$ cat config.mk
export PLATFORM = sky130hd
export DESIGN_NAME = my_axi4_lite_mst_flat
export DESIGN_NICKNAME = d
export VERILOG_FILES = /design/src/rtl/my_axi4_lite_mst_if.sv /design/src/rtl/my_axi4_lite_mst.sv /design/src/flat_wrapper.sv
export SDC_FILE = /design/constraint.sdc
export NUM_CORES = 1
export LEC_CHECK = 0
export ABC_AREA = 1
export BUFFER_PORTS_ARGS = -buffer_cell sky130_fd_sc_hd__buf_2
export CAP_MARGIN = 20
export CORE_ASPECT_RATIO = 0.8
export CORE_MARGIN = 3
export CORE_UTILIZATION = 45
export CTS_CLUSTER_DIAMETER = 150
export DETAILED_ROUTE_END_ITERATION = 7
export HOLD_SLACK_MARGIN = 0.03
export PLACE_DENSITY = 0.78
export SLEW_MARGIN = 40
export SYNTH_ARGS = -nofsm -noshare
export SYNTH_HDL_FRONTEND = slang
export SYNTH_SLANG_ARGS = --single-unit
export TNS_END_PERCENT = 20
$ cat constraint.sdc
create_clock -name i_clk -period 3.7 [get_ports i_clk]
set_clock_uncertainty 0.05 [all_clocks]
set_input_delay 0.185 -clock i_clk [delete_from_list [all_inputs] [get_ports i_clk]]
set_output_delay 0.185 -clock i_clk [all_outputs]
set_load 0.01 [all_outputs]
$ cat src/rtl/my_axi4_lite_mst_if.sv
// AXI4-Lite bundle shared by the master block and whatever slave it talks to.
// Both widths are parameters so one definition serves 32- and 64-bit buses.
interface axi4_lite_if #(
  parameter int ADDR_BIT_WIDTH = 4,
  parameter int DATA_BIT_WIDTH = 32
);
  logic [ADDR_BIT_WIDTH-1:0]   awaddr;
  logic [2:0]                  awprot;
  logic                        awvalid;
  logic                        awready;
  logic [DATA_BIT_WIDTH-1:0]   wdata;
  logic [DATA_BIT_WIDTH/8-1:0] wstrb;
  logic                        wvalid;
  logic                        wready;
  logic [1:0]                  bresp;
  logic                        bvalid;
  logic                        bready;
  logic [ADDR_BIT_WIDTH-1:0]   araddr;
  logic [2:0]                  arprot;
  logic                        arvalid;
  logic                        arready;
  logic [DATA_BIT_WIDTH-1:0]   rdata;
  logic [1:0]                  rresp;
  logic                        rvalid;
  logic                        rready;

  modport mst_port (
    output awaddr, awprot, awvalid, input awready,
    output wdata, wstrb, wvalid, input wready,
    input bresp, bvalid, output bready,
    output araddr, arprot, arvalid, input arready,
    input rdata, rresp, rvalid, output rready
  );

  modport slv_port (
    input awaddr, awprot, awvalid, output awready,
    input wdata, wstrb, wvalid, output wready,
    output bresp, bvalid, input bready,
    input araddr, arprot, arvalid, output arready,
    output rdata, rresp, rvalid, input rready
  );
endinterface

$ cat src/rtl/my_axi4_lite_mst.sv
// Single-outstanding AXI4-Lite master: turns a valid/ready command into one
// AXI write or read and hands the slave's response back on a valid/ready port.
module my_axi4_lite_mst #(
  parameter int ADDR_BIT_WIDTH = 4,
  parameter int DATA_BIT_WIDTH = 32
) (
  input  logic                        i_clk,
  input  logic                        i_async_rst_n,
  input  logic                        i_cmd_valid,
  output logic                        o_cmd_ready,
  input  logic                        i_cmd_we,
  input  logic [ADDR_BIT_WIDTH-1:0]   i_cmd_addr,
  input  logic [DATA_BIT_WIDTH-1:0]   i_cmd_wdata,
  input  logic [DATA_BIT_WIDTH/8-1:0] i_cmd_wstrb,
  output logic                        o_rsp_valid,
  input  logic                        i_rsp_ready,
  output logic                        o_rsp_is_wr,
  output logic [DATA_BIT_WIDTH-1:0]   o_rsp_rdata,
  output logic [1:0]                  o_rsp_resp,
  axi4_lite_if.mst_port               if_m_axi4_lite
);
  localparam int STRB_W = DATA_BIT_WIDTH / 8;

  typedef enum logic [2:0] {
    S_IDLE, S_WR, S_WR_RESP, S_RD_ADDR, S_RD_DATA, S_RSP
  } state_e;

  state_e                    state_q, state_d;
  logic [1:0]                rst_sync_q;
  logic [ADDR_BIT_WIDTH-1:0] addr_q, addr_d;
  logic [DATA_BIT_WIDTH-1:0] wdata_q, wdata_d;
  logic [STRB_W-1:0]         wstrb_q, wstrb_d;
  logic                      awvalid_q, awvalid_d;
  logic                      wvalid_q, wvalid_d;
  logic                      bready_q, bready_d;
  logic                      arvalid_q, arvalid_d;
  logic                      rready_q, rready_d;
  logic                      rsp_valid_q, rsp_valid_d;
  logic                      rsp_is_wr_q, rsp_is_wr_d;
  logic [DATA_BIT_WIDTH-1:0] rsp_rdata_q, rsp_rdata_d;
  logic [1:0]                rsp_resp_q, rsp_resp_d;

  // Reset asserts asynchronously everywhere, but the release only reaches the
  // command port after two clean edges, so no command is taken mid-release.
  always_ff @(posedge i_clk or negedge i_async_rst_n) begin
    if (!i_async_rst_n) begin
      rst_sync_q <= 2'b00;
    end else begin
      rst_sync_q <= {rst_sync_q[0], 1'b1};
    end
  end

  assign o_cmd_ready = (state_q == S_IDLE) && rst_sync_q[1];

  always_comb begin
    state_d     = state_q;
    addr_d      = addr_q;
    wdata_d     = wdata_q;
    wstrb_d     = wstrb_q;
    awvalid_d   = awvalid_q;
    wvalid_d    = wvalid_q;
    bready_d    = bready_q;
    arvalid_d   = arvalid_q;
    rready_d    = rready_q;
    rsp_valid_d = rsp_valid_q;
    rsp_is_wr_d = rsp_is_wr_q;
    rsp_rdata_d = rsp_rdata_q;
    rsp_resp_d  = rsp_resp_q;

    case (state_q)
      S_IDLE: begin
        if (i_cmd_valid && o_cmd_ready) begin
          addr_d = i_cmd_addr;
          if (i_cmd_we) begin
            wdata_d   = i_cmd_wdata;
            wstrb_d   = i_cmd_wstrb;
            awvalid_d = 1'b1;
            wvalid_d  = 1'b1;
            state_d   = S_WR;
          end else begin
            arvalid_d = 1'b1;
            state_d   = S_RD_ADDR;
          end
        end
      end
      S_WR: begin
        // AW and W retire independently; move on once neither is pending.
        if (awvalid_q && if_m_axi4_lite.awready) awvalid_d = 1'b0;
        if (wvalid_q && if_m_axi4_lite.wready)   wvalid_d  = 1'b0;
        if (!awvalid_d && !wvalid_d) begin
          bready_d = 1'b1;
          state_d  = S_WR_RESP;
        end
      end
      S_WR_RESP: begin
        if (if_m_axi4_lite.bvalid && bready_q) begin
          bready_d    = 1'b0;
          rsp_valid_d = 1'b1;
          rsp_is_wr_d = 1'b1;
          rsp_rdata_d = '0;
          rsp_resp_d  = if_m_axi4_lite.bresp;
          state_d     = S_RSP;
        end
      end
      S_RD_ADDR: begin
        if (arvalid_q && if_m_axi4_lite.arready) begin
          arvalid_d = 1'b0;
          rready_d  = 1'b1;
          state_d   = S_RD_DATA;
        end
      end
      S_RD_DATA: begin
        if (if_m_axi4_lite.rvalid && rready_q) begin
          rready_d    = 1'b0;
          rsp_valid_d = 1'b1;
          rsp_is_wr_d = 1'b0;
          rsp_rdata_d = if_m_axi4_lite.rdata;
          rsp_resp_d  = if_m_axi4_lite.rresp;
          state_d     = S_RSP;
        end
      end
      S_RSP: begin
        if (i_rsp_ready) begin
          rsp_valid_d = 1'b0;
          state_d     = S_IDLE;
        end
      end
      default: state_d = S_IDLE;
    endcase
  end

  always_ff @(posedge i_clk or negedge i_async_rst_n) begin
    if (!i_async_rst_n) begin
      state_q     <= S_IDLE;
      addr_q      <= '0;
      wdata_q     <= '0;
      wstrb_q     <= '0;
      awvalid_q   <= 1'b0;
      wvalid_q    <= 1'b0;
      bready_q    <= 1'b0;
      arvalid_q   <= 1'b0;
      rready_q    <= 1'b0;
      rsp_valid_q <= 1'b0;
      rsp_is_wr_q <= 1'b0;
      rsp_rdata_q <= '0;
      rsp_resp_q  <= 2'b00;
    end else begin
      state_q     <= state_d;
      addr_q      <= addr_d;
      wdata_q     <= wdata_d;
      wstrb_q     <= wstrb_d;
      awvalid_q   <= awvalid_d;
      wvalid_q    <= wvalid_d;
      bready_q    <= bready_d;
      arvalid_q   <= arvalid_d;
      rready_q    <= rready_d;
      rsp_valid_q <= rsp_valid_d;
      rsp_is_wr_q <= rsp_is_wr_d;
      rsp_rdata_q <= rsp_rdata_d;
      rsp_resp_q  <= rsp_resp_d;
    end
  end

  assign if_m_axi4_lite.awaddr  = addr_q;
  assign if_m_axi4_lite.awprot  = 3'b000;
  assign if_m_axi4_lite.awvalid = awvalid_q;
  assign if_m_axi4_lite.wdata   = wdata_q;
  assign if_m_axi4_lite.wstrb   = wstrb_q;
  assign if_m_axi4_lite.wvalid  = wvalid_q;
  assign if_m_axi4_lite.bready  = bready_q;
  assign if_m_axi4_lite.araddr  = addr_q;
  assign if_m_axi4_lite.arprot  = 3'b000;
  assign if_m_axi4_lite.arvalid = arvalid_q;
  assign if_m_axi4_lite.rready  = rready_q;

  assign o_rsp_valid = rsp_valid_q;
  assign o_rsp_is_wr = rsp_is_wr_q;
  assign o_rsp_rdata = rsp_rdata_q;
  assign o_rsp_resp  = rsp_resp_q;
endmodule

$ cat src/flat_wrapper.sv
// flat-port wrapper written by rule: the top's interface ports become plain ports
module my_axi4_lite_mst_flat 
#(
  parameter int ADDR_BIT_WIDTH = 4,
  parameter int DATA_BIT_WIDTH = 32
)
  (i_clk, i_async_rst_n, i_cmd_valid, o_cmd_ready, i_cmd_we, i_cmd_addr, i_cmd_wdata, i_cmd_wstrb, o_rsp_valid, i_rsp_ready, o_rsp_is_wr, o_rsp_rdata, o_rsp_resp, if_m_axi4_lite_awaddr, if_m_axi4_lite_awprot, if_m_axi4_lite_awvalid, if_m_axi4_lite_awready, if_m_axi4_lite_wdata, if_m_axi4_lite_wstrb, if_m_axi4_lite_wvalid, if_m_axi4_lite_wready, if_m_axi4_lite_bresp, if_m_axi4_lite_bvalid, if_m_axi4_lite_bready, if_m_axi4_lite_araddr, if_m_axi4_lite_arprot, if_m_axi4_lite_arvalid, if_m_axi4_lite_arready, if_m_axi4_lite_rdata, if_m_axi4_lite_rresp, if_m_axi4_lite_rvalid, if_m_axi4_lite_rready);
  axi4_lite_if #(.ADDR_BIT_WIDTH(ADDR_BIT_WIDTH), .DATA_BIT_WIDTH(DATA_BIT_WIDTH)) if_m_axi4_lite_i ();
  input  logic i_clk;
  input  logic i_async_rst_n;
  input  logic i_cmd_valid;
  output logic o_cmd_ready;
  input  logic i_cmd_we;
  input  logic [ADDR_BIT_WIDTH-1:0] i_cmd_addr;
  input  logic [DATA_BIT_WIDTH-1:0] i_cmd_wdata;
  input  logic [DATA_BIT_WIDTH/8-1:0] i_cmd_wstrb;
  output logic o_rsp_valid;
  input  logic i_rsp_ready;
  output logic o_rsp_is_wr;
  output logic [DATA_BIT_WIDTH-1:0] o_rsp_rdata;
  output logic [1:0] o_rsp_resp;
  output wire logic [$bits(if_m_axi4_lite_i.awaddr)-1:0] if_m_axi4_lite_awaddr;
  output wire logic [$bits(if_m_axi4_lite_i.awprot)-1:0] if_m_axi4_lite_awprot;
  output wire logic [$bits(if_m_axi4_lite_i.awvalid)-1:0] if_m_axi4_lite_awvalid;
  input wire logic [$bits(if_m_axi4_lite_i.awready)-1:0] if_m_axi4_lite_awready;
  output wire logic [$bits(if_m_axi4_lite_i.wdata)-1:0] if_m_axi4_lite_wdata;
  output wire logic [$bits(if_m_axi4_lite_i.wstrb)-1:0] if_m_axi4_lite_wstrb;
  output wire logic [$bits(if_m_axi4_lite_i.wvalid)-1:0] if_m_axi4_lite_wvalid;
  input wire logic [$bits(if_m_axi4_lite_i.wready)-1:0] if_m_axi4_lite_wready;
  input wire logic [$bits(if_m_axi4_lite_i.bresp)-1:0] if_m_axi4_lite_bresp;
  input wire logic [$bits(if_m_axi4_lite_i.bvalid)-1:0] if_m_axi4_lite_bvalid;
  output wire logic [$bits(if_m_axi4_lite_i.bready)-1:0] if_m_axi4_lite_bready;
  output wire logic [$bits(if_m_axi4_lite_i.araddr)-1:0] if_m_axi4_lite_araddr;
  output wire logic [$bits(if_m_axi4_lite_i.arprot)-1:0] if_m_axi4_lite_arprot;
  output wire logic [$bits(if_m_axi4_lite_i.arvalid)-1:0] if_m_axi4_lite_arvalid;
  input wire logic [$bits(if_m_axi4_lite_i.arready)-1:0] if_m_axi4_lite_arready;
  input wire logic [$bits(if_m_axi4_lite_i.rdata)-1:0] if_m_axi4_lite_rdata;
  input wire logic [$bits(if_m_axi4_lite_i.rresp)-1:0] if_m_axi4_lite_rresp;
  input wire logic [$bits(if_m_axi4_lite_i.rvalid)-1:0] if_m_axi4_lite_rvalid;
  output wire logic [$bits(if_m_axi4_lite_i.rready)-1:0] if_m_axi4_lite_rready;
  assign if_m_axi4_lite_awaddr = if_m_axi4_lite_i.awaddr;
  assign if_m_axi4_lite_awprot = if_m_axi4_lite_i.awprot;
  assign if_m_axi4_lite_awvalid = if_m_axi4_lite_i.awvalid;
  assign if_m_axi4_lite_i.awready = if_m_axi4_lite_awready;
  assign if_m_axi4_lite_wdata = if_m_axi4_lite_i.wdata;
  assign if_m_axi4_lite_wstrb = if_m_axi4_lite_i.wstrb;
  assign if_m_axi4_lite_wvalid = if_m_axi4_lite_i.wvalid;
  assign if_m_axi4_lite_i.wready = if_m_axi4_lite_wready;
  assign if_m_axi4_lite_i.bresp = if_m_axi4_lite_bresp;
  assign if_m_axi4_lite_i.bvalid = if_m_axi4_lite_bvalid;
  assign if_m_axi4_lite_bready = if_m_axi4_lite_i.bready;
  assign if_m_axi4_lite_araddr = if_m_axi4_lite_i.araddr;
  assign if_m_axi4_lite_arprot = if_m_axi4_lite_i.arprot;
  assign if_m_axi4_lite_arvalid = if_m_axi4_lite_i.arvalid;
  assign if_m_axi4_lite_i.arready = if_m_axi4_lite_arready;
  assign if_m_axi4_lite_i.rdata = if_m_axi4_lite_rdata;
  assign if_m_axi4_lite_i.rresp = if_m_axi4_lite_rresp;
  assign if_m_axi4_lite_i.rvalid = if_m_axi4_lite_rvalid;
  assign if_m_axi4_lite_rready = if_m_axi4_lite_i.rready;
  my_axi4_lite_mst #(.ADDR_BIT_WIDTH(ADDR_BIT_WIDTH), .DATA_BIT_WIDTH(DATA_BIT_WIDTH)) u_core (.i_clk(i_clk), .i_async_rst_n(i_async_rst_n), .i_cmd_valid(i_cmd_valid), .o_cmd_ready(o_cmd_ready), .i_cmd_we(i_cmd_we), .i_cmd_addr(i_cmd_addr), .i_cmd_wdata(i_cmd_wdata), .i_cmd_wstrb(i_cmd_wstrb), .o_rsp_valid(o_rsp_valid), .i_rsp_ready(i_rsp_ready), .o_rsp_is_wr(o_rsp_is_wr), .o_rsp_rdata(o_rsp_rdata), .o_rsp_resp(o_rsp_resp), .if_m_axi4_lite(if_m_axi4_lite_i));
endmodule
==> results of run 1 <==
## per-layer routing
metal	vias to the layer above	global-route usage [%]	wire length, um
li1	1823	-	-
met1	1762	28.9	4510
met2	203	37.6	5260
met3	14	6.52	924
met4	0	7.22	146
met5	-	0	0
## layout by cell type (no fill, tap or decap)
cell type,Yosys,routed
clkinvlp_4,0,2
clkinv_2,0,1
inv_2,2,2
o21ai_0,5,5
a21oi_1,6,6
inv_1,19,19
nand4_1,1,1
nor2_4,1,1
dfrtp_1,86,86
nor2_1,9,9
clkbuf_1,4,1
buf_4,10,2
buf_2,15,170
nand3b_1,1,1
nand3_2,2,2
dlygate4sd3_1,0,72
clkbuf_8,0,10
clkinv_4,0,1
nor3_4,1,1
or2_2,1,1
nand2_1,184,184
nand2_4,1,1
nand3_1,81,81
inv_6,0,2
o211ai_1,1,1
nand2_2,1,1
conb_1,2,7
a21boi_0,1,1
## state kept, by name, indices dropped and copies added, names as in the netlist
name and cells:
u_core.o_rsp_resp 2, u_core.if_m_axi4_lite.wdata 32, u_core.if_m_axi4_lite.rready 1, u_core.if_m_axi4_lite.arvalid 1, u_core.o_rsp_rdata 32, u_core.o_rsp_valid 1, u_core.if_m_axi4_lite.bready 1, u_core.if_m_axi4_lite.wvalid 1
u_core.o_rsp_is_wr 1, u_core.state_q 3, u_core.if_m_axi4_lite.araddr 4, u_core.if_m_axi4_lite.wstrb 4, u_core.rst_sync_q 2, u_core.if_m_axi4_lite.awvalid 1
## path summary, 6_finish.rpt
check | depth (start not counted) | end
worst max-delay path | 7 | u_core.o_rsp_rdata[16]$_DFFE_PN0P_
min in group asynchronous | 2 | u_core.o_rsp_rdata[13]$_DFFE_PN0P_
max in group asynchronous | 2 | u_core.rst_sync_q[0]$_DFF_PN0_
worst min-delay path | 3 | u_core.if_m_axi4_lite.wstrb[0]$_DFFE_PN0P_
worst min register to register | 0 | u_core.rst_sync_q[1]$_DFF_PN0_
worst max register to register | 7 | u_core.o_rsp_rdata[16]$_DFFE_PN0P_
## critical path, cell delays in order, from the launching register on
cell and delay (ns):
dfrtp_1 0.49, nor2_4 0.19, nand2_1 0.12, inv_1 0.13
nand3_2 0.59, inv_2 0.69, nand2_1 0.13, nand2_1 0.10
## power by group
| group | leakage (nW) | internal, mW | switching [mW] |
|---|---|---|---|
| Sequential | 1.08 | 1.35 | 0.275 |
| Clock | 0.0833 | 0.249 | 0.348 |
| Combinational | 1.98 | 0.660 | 0.975 |
| Total | 3.14 | 2.26 | 1.60 |
## kinds of logic after synthesis
| family | after synthesis | synth area share (%) |
|---|---|---|
| other cells | 2 | 0.202 |
| compound gates | 13 | 1.88 |
| flops | 86 | 57.8 |
| simple gates | 283 | 32.6 |
| buf+inv | 53 | 7.46 |
## cell type report
type | instances | area, um^2
clock buffers | 10 | 128
flip-flops and latches | 86 | 2150
well taps | 108 | 135
repair buffers | 245 | 1600
clock inverters | 6 | 46.3
multi-input cells | 303 | 1310
inverters | 21 | 78.8
fillers | 629 | 2530
## through the flow
| step | util, % | instance area, um^2 | instances | setup slack, ns |
|---|---|---|---|---|
| floorplan | - | 3740 | 442 | 2.16 |
| global placement | 57.0 | 4550 | 691 | 1.30 |
| detailed placement | 57.1 | 4550 | 691 | 1.16 |
| CTS | 68.1 | 5440 | 778 | 1.13 |
| global route | 68.3 | 5450 | 779 | 0.888 |
| finish | 68.3 | 5450 | 779 | 1.13 |
## repair_timing
item,in CTS,in global routing
endpoints found under the hold margin,156,1
gates resized for setup,0,0
hold buffers,71,1
==> summary.txt, run 1 <==
Status
  – Outcome: complete, no violations

Die
  – Rows: 29
  – Die ar.: 9410 um^2
  – Die Wd: between 100 and 150 um
  – Starting Density: 46.6%
  – IO Count: about 180
  – Die H: 87.3 um
  – Core Area: 7980 um^2

Synthesis
  – Gate Count Post-Synth: 437
  – Register area share after synthesis: around 58%
  – Mapped Area: 3720 um^2
  – Primary FF master, synth: dfrtp_1
  – Top cells by count, synth: nand2_1 (184), dfrtp_1 (86), nand3_1 (81), inv_1 (19), buf_2 (15)
  – Avg Inst Size Synth: 8.52 um^2
  – Post-synthesis cell type count: 23
  – Largest area contributor in the netlist: dfrtp_1
  – Async SR Flop Fraction: 100%
  – EDFF count, synth: 0
  – Synth area leaders: dfrtp_1 (58%), nand2_1 (19%), nand3_1 (11%), buf_2 (2.0%), buf_4 (2.0%)
  – #FFs+latches synth: between 80 and 90
  – Top cell type's share of synthesized area: 57.8%
  – Yosys warnings: 0
  – Most frequent cell after synthesis: nand2_1

Finish
  – N_diodes: 0
  – # nets final: 752
  – Share of cells above drive strength 1: 29.4%
  – Layout area overhead: 46.5%

Global routing
  – Initial antenna violation count: 0
  – All-Layer GR Usage: 22.7%
  – Total grt overflow: 0
  – Global-route wire length before repair: 16.9 mm
  – Largest net degree at the start of global routing: 87
  – Vias in the first global route: 3580

Job
  – Max-cap violations: 0

Timing
  – Final Hold Slack: 0.0726 ns
  – Rel. slew slack: 50.5%
  – Max Slew Vio Count: 0
  – F_max: slightly below 400 MHz
  – Final period utilization: 69.4%
  – Tmin final: 2.57 ns
  – RSZ-0062 raised after global routing: no
  – Hold Violations, Final: 0
  – Final setup fails: 0
  – Measured slew at the worst slew-check pin: 0.742 ns
  – Setup Total Neg Slack: 0 ns

Detailed routing
  – Post-DRT Antenna Nets: 0
  – Wire length per cell: 13.9 um
  – Initial DRC Count: 231
  – Via-to-Cell Ratio: 4.88
  – Via count: 3802
  – # DRC: 0
  – Drt pass-1 iters: 6
  – Wirelength, routed: 10.8 mm

Clock network
  – H-tree levels: 3
  – TritonCTS Sinks: 86
  – Clock buffer count from CTS: 9
  – Setup repair bufs after CTS: 0
  – Worst-Skew Late Latency: between 0.3 and 0.4 ns
  – CTS Root Cell: clkbuf_8
  – Maximum clock insertion buffer count: 2
  – CTS clk-pin slew, worst paths: 0.09 ns
  – CTS tree: built

Worst setup path
  – Worst Setup Start Kind: register
  – Crit path from: u_core.state_q[1]$_DFFE_PN0P_
  – RR Startpoint: u_core.state_q[1]$_DFFE_PN0P_
  – Worst-path fanout max: 37
  – Crit Path Class: register to register
  – Required time worst endpoint: roughly 3.9 ns
  – CP Capture Type: register
  – CP arrival: 2.80 ns
  – Reg2reg setup slack: 1.13 ns

Hold path
  – Hold WC Path Type: primary input to register
  – Min-delay src: i_cmd_wstrb[0]

Placement
  – PortBufs: around 170
  – GP Congestion: 0.908
  – Dpl hpwl: ~6.7 mm

Power and ir drop
  – Power Total: 3.86 mW
  – LEAKAGE: about 3.1 nW
  – IR drop worst, VDD: 0.391 mV
  – Power Density: 707 nW/um^2
Power figures use the tool's default switching activity.
==> run 2, diff against run 1 <==
- ABC_AREA: 1 -> 0
- CORE_UTILIZATION: 45 -> 41
- PLACE_DENSITY: 0.78 -> 0.76
- clock period: 3.7 -> 2.2 ns (I/O delays scaled with it)
==> run 2 against run 1 <==
  * Hold slack better by 0.026 ns
  * Power rose by 69%
  * Critical endpoint is now u_core.o_rsp_resp[1]$_DFFE_PN0P_
  * Combinational power increased by 60%
  * Register-to-register slack lost 1.0 ns
  * Cell count down 21%
  * Clock power up 93%
  * Core utilization is 1.0 points lower
  * Wire length shrank 3.4%
  * Die area rose by 4.1%
  * Sequential share of layout area fell by 0.29 points
  * Global-route usage is 1.5 points lower
==> summary.txt, run 2 <==
Synthesis
  – Primary FF master, synth: dfrtp_1
  – Simple-gate share of the synthesized area: 6.05% (-27 points)
  – Avg Inst Size Synth: 13.9 um^2 (+64%)
  – Post-synthesis mux area share: 15.5% (+16 points)
  – Register area share after synthesis: 60.8% (+3.0 points)
  – EDFF count, synth: 0 (unchanged)
  – Synth Area in Compound Gates: 12.2% (+10 points)
  – Mapped Area: 3540 um^2 (-4.9%)
  – Post-synthesis cell type count: 35 (+52%)
  – #FFs+latches synth: 86 (unchanged)
  – Async SR Flop Fraction: 100% (unchanged)
  – Largest area contributor in the netlist: dfrtp_1
  – Gate Count Post-Synth: 254 (-42%)
  – Yosys warnings: 0 (unchanged)
  – Largest family of logic cells by synthesized area: multiplexers
  – Synth Area in Adders: 0% (unchanged)
  – Most frequent cell after synthesis: dfrtp_1
  – Synth Area in XOR/XNOR: 0% (unchanged)
  – Synth area leaders: dfrtp_1 (61%), a22o_1 (7.9%), mux2_4 (7.6%), mux2_2 (7.3%), buf_4 (2.3%)
  – Top cell type's share of synthesized area: 60.8% (+3.0 points)
  – Top cells by count, synth: dfrtp_1 (86), a22o_1 (32), mux2_2 (23), nand2_1 (19), mux2_4 (18)

Detailed routing
  – Via-to-Cell Ratio: 4.95 (+1.4%)
  – Post-DRT Antenna Nets: 0 (unchanged)
  – Wirelength, routed: 10.5 mm (-3.4%)
  – Wire length per cell: 17.0 um (+22%)
  – Drt pass-1 iters: 5 (-1)
  – Via count: 3052 (-20%)
  – # DRC: 0 (unchanged)
  – Initial DRC Count: 180 (-22%)

Finish
  – Layout area overhead: 55.2%
  – Share of cells above drive strength 1: 47.0% (+18 points)
  – Post-route design area: 5490 um^2 (+0.73%)
  – # nets final: 590 (-22%)
  – Layout Utilization: 67.3% (-1.0 points)
  – N_diodes: 0 (unchanged)
  – Number of fill cells: 574 (-8.7%)
  – Most frequent cells in the layout: buf_2 (170), dfrtp_1 (86), dlygate4sd3_1 (83)
  – Most common cell after layout, fill and taps aside: buf_2
  – Non-Filler Instances: 617 (-21%)

Timing
  – F_max: 478 MHz (+23%)
  – Rel. slew slack: 58.9% (+8.4 points)
  – Final setup fails: 0 (unchanged)
  – Final Hold Slack: 0.0990 ns (+0.0263 ns)
  – RSZ-0062 raised after global routing: no
  – Max Slew Vio Count: 0 (unchanged)
  – Measured slew at the worst slew-check pin: 0.616 ns (-0.126 ns)
  – Tmin final: 2.09 ns (-0.473 ns)
  – Final period utilization: 95.2% (+26 points)
  – Hold Violations, Final: 0 (unchanged)
  – Setup Total Neg Slack: 0 ns (unchanged)
  – Final WS setup: 0.106 ns (-1.03 ns)

Job
  – Max-cap violations: 0 (unchanged)

Clock network
  – Maximum clock insertion buffer count: 2 (unchanged)
  – Clock buffer count from CTS: 9 (unchanged)
  – CTS Root Cell: clkbuf_8
  – H-tree levels: 3 (unchanged)
  – CTS tree: built
  – CTS clk-pin slew, worst paths: 0.09 ns (about the same)
  – TritonCTS Sinks: 86 (unchanged)
  – Worst-Skew Late Latency: 0.34 ns (about the same)

Worst setup path
  – CP Buf/Inv Count: 1 (-1)
  – Max incr delay on CP: 0.63 ns (-0.06 ns)
  – Required time worst endpoint: 2.37 ns (-1.57 ns)
  – Worst Setup Start Kind: register
  – CP Capture Type: register
  – CP arrival: 2.26 ns (-0.54 ns)
  – Crit Path Class: register to register
  – Reg2reg setup slack: 0.11 ns (-1.03 ns)
  – Crit path max-delay cell type: dfrtp_1
  – Worst-path cell chain: nor3b_4 -> mux2i_1 -> dlygate4sd3_1 -> o21ai_0
  – Worst-path fanout max: 15 (-59%)
  – Cell family with most CP delay: flip-flops

Global routing
  – All-Layer GR Usage: 21.2% (-1.5 points)
  – Vias in the first global route: 3069 (-14%)
  – Total grt overflow: 0 (unchanged)
  – Initial antenna violation count: 0 (unchanged)
  – Global-route wire length before repair: 15.8 mm (-6.4%)
  – Largest net degree at the start of global routing: 47 (-46%)

Power and ir drop
  – LEAKAGE: 2.84 nW (-9.6%)
  – Power Density: 1180 nW/um^2 (+67%)
  – Power Total: 6.50 mW (+69%)
  – IR drop worst, VDD: 0.543 mV (+39%)

Placement
  – # placed instances: 518 (-25%)
  – Placed cell area: 4440 um^2 (-2.4%)
  – Dpl hpwl: 6.39 mm (-4.5%)
  – PortBufs: 171 (unchanged)
  – GP Congestion: 0.840 (-7.5%)
  – Dpl ws: 0.317 ns (-0.844 ns)

Die
  – Die H: 89.1 um (+2.0%)
  – Die ar.: 9790 um^2 (+4.1%)
  – Rows: 29 (unchanged)
  – Starting Density: 43.3% (-3.3 points)
  – Die Wd: 110 um (+2.0%)
  – IO Count: 178 (unchanged)
  – Core Area: 8160 um^2 (+2.3%)

Hold path
  – Hold WC Path Type: primary input to register

Status
  – Outcome: complete, no violations
==> run 2: cell types whose count changed in the layout (fill, tap and decap cells not counted), moves of 3 or more <==
cell | previous run | this run
a22o_1 | 0 | 32
buf_4 | 2 | 7
dlygate4sd3_1 | 72 | 83
inv_1 | 19 | 3
mux2_2 | 0 | 23
mux2_4 | 0 | 18
nand2_1 | 184 | 19
nand3_1 | 81 | 0
nand4b_1 | 0 | 3
nor2_1 | 9 | 4
o21ai_0 | 5 | 8
==> run 2: area by class of cell <==
type / instances / area [um^2] / area share (%)
Clock buffer: 12 / 155 / 2.83
Clock inverter: 4 / 55.1 / 1.00
Inverter: 3 / 11.3 / 0.205
Multi-Input combinational cell: 143 / 1230 / 22.4
Sequential cell: 86 / 2150 / 39.2
Tap cell: 108 / 135 / 2.46
Timing Repair Buffer: 261 / 1750 / 31.9
==> run 2: worst paths after layout <==
check | start | endpoint | depth (start not counted)
min in group asynchronous | i_async_rst_n | u_core.if_m_axi4_lite.wdata[21]$_DFFE_PN0P_ | 2
setup / recovery | u_core.state_q[2]$_DFFE_PN0P_ | u_core.o_rsp_resp[1]$_DFFE_PN0P_ | 4
max in group asynchronous | i_async_rst_n | u_core.o_rsp_rdata[8]$_DFFE_PN0P_ | 3
hold reg to reg | u_core.rst_sync_q[0]$_DFF_PN0_ | u_core.rst_sync_q[1]$_DFF_PN0_ | 0
setup reg to reg | u_core.state_q[2]$_DFFE_PN0P_ | u_core.o_rsp_resp[1]$_DFFE_PN0P_ | 4
hold / removal | i_cmd_we | u_core.if_m_axi4_lite.arvalid$_DFFE_PN0P_ | 4
==> run 2: repair_timing <==
action / CTS / global route
buffers inserted: 0 / 0
hold buffers: 83 / 0
gates resized for setup: 0 / 1
endpoints found under the setup margin: 0 / 2
hold endpoints to repair: 125 / 0
==> run 2: per-layer routing <==
metal,share of wire (%),up-vias,wire length (um),track usage (%)
met2,46,179,4790,34.1
met1,42,1461,4400,27.2
met3,10,20,1090,7.00
li1,-,1392,-,-
met4,1.8,0,187,7.25
met5,0,-,0,0
==> run 2: worst min-delay path: cells and delay by family <==
kind / cells / cell delay [ns]
AOI/OAI and AO/OA: 2 / 0.19
buffers and inverters: 2 / 0.15
==> run 2: cells by family (layout without fill, tap and decap cells) <==
logic type | count (synthesis) | count (layout)
AO/OA/AOI/OAI | 55 | 55
AND/OR/NAND/NOR | 38 | 38
other | 2 | 7
buffers and inverters | 30 | 280
multiplexers | 43 | 43
flip-flops | 86 | 86
==> run 2: report_power, final <==
group	switching [mW]	internal, mW	total [mW]
Sequential	0.490	2.23	2.72
Combinational	1.23	1.39	2.63
Clock	0.557	0.592	1.15
Total	2.28	4.22	6.50
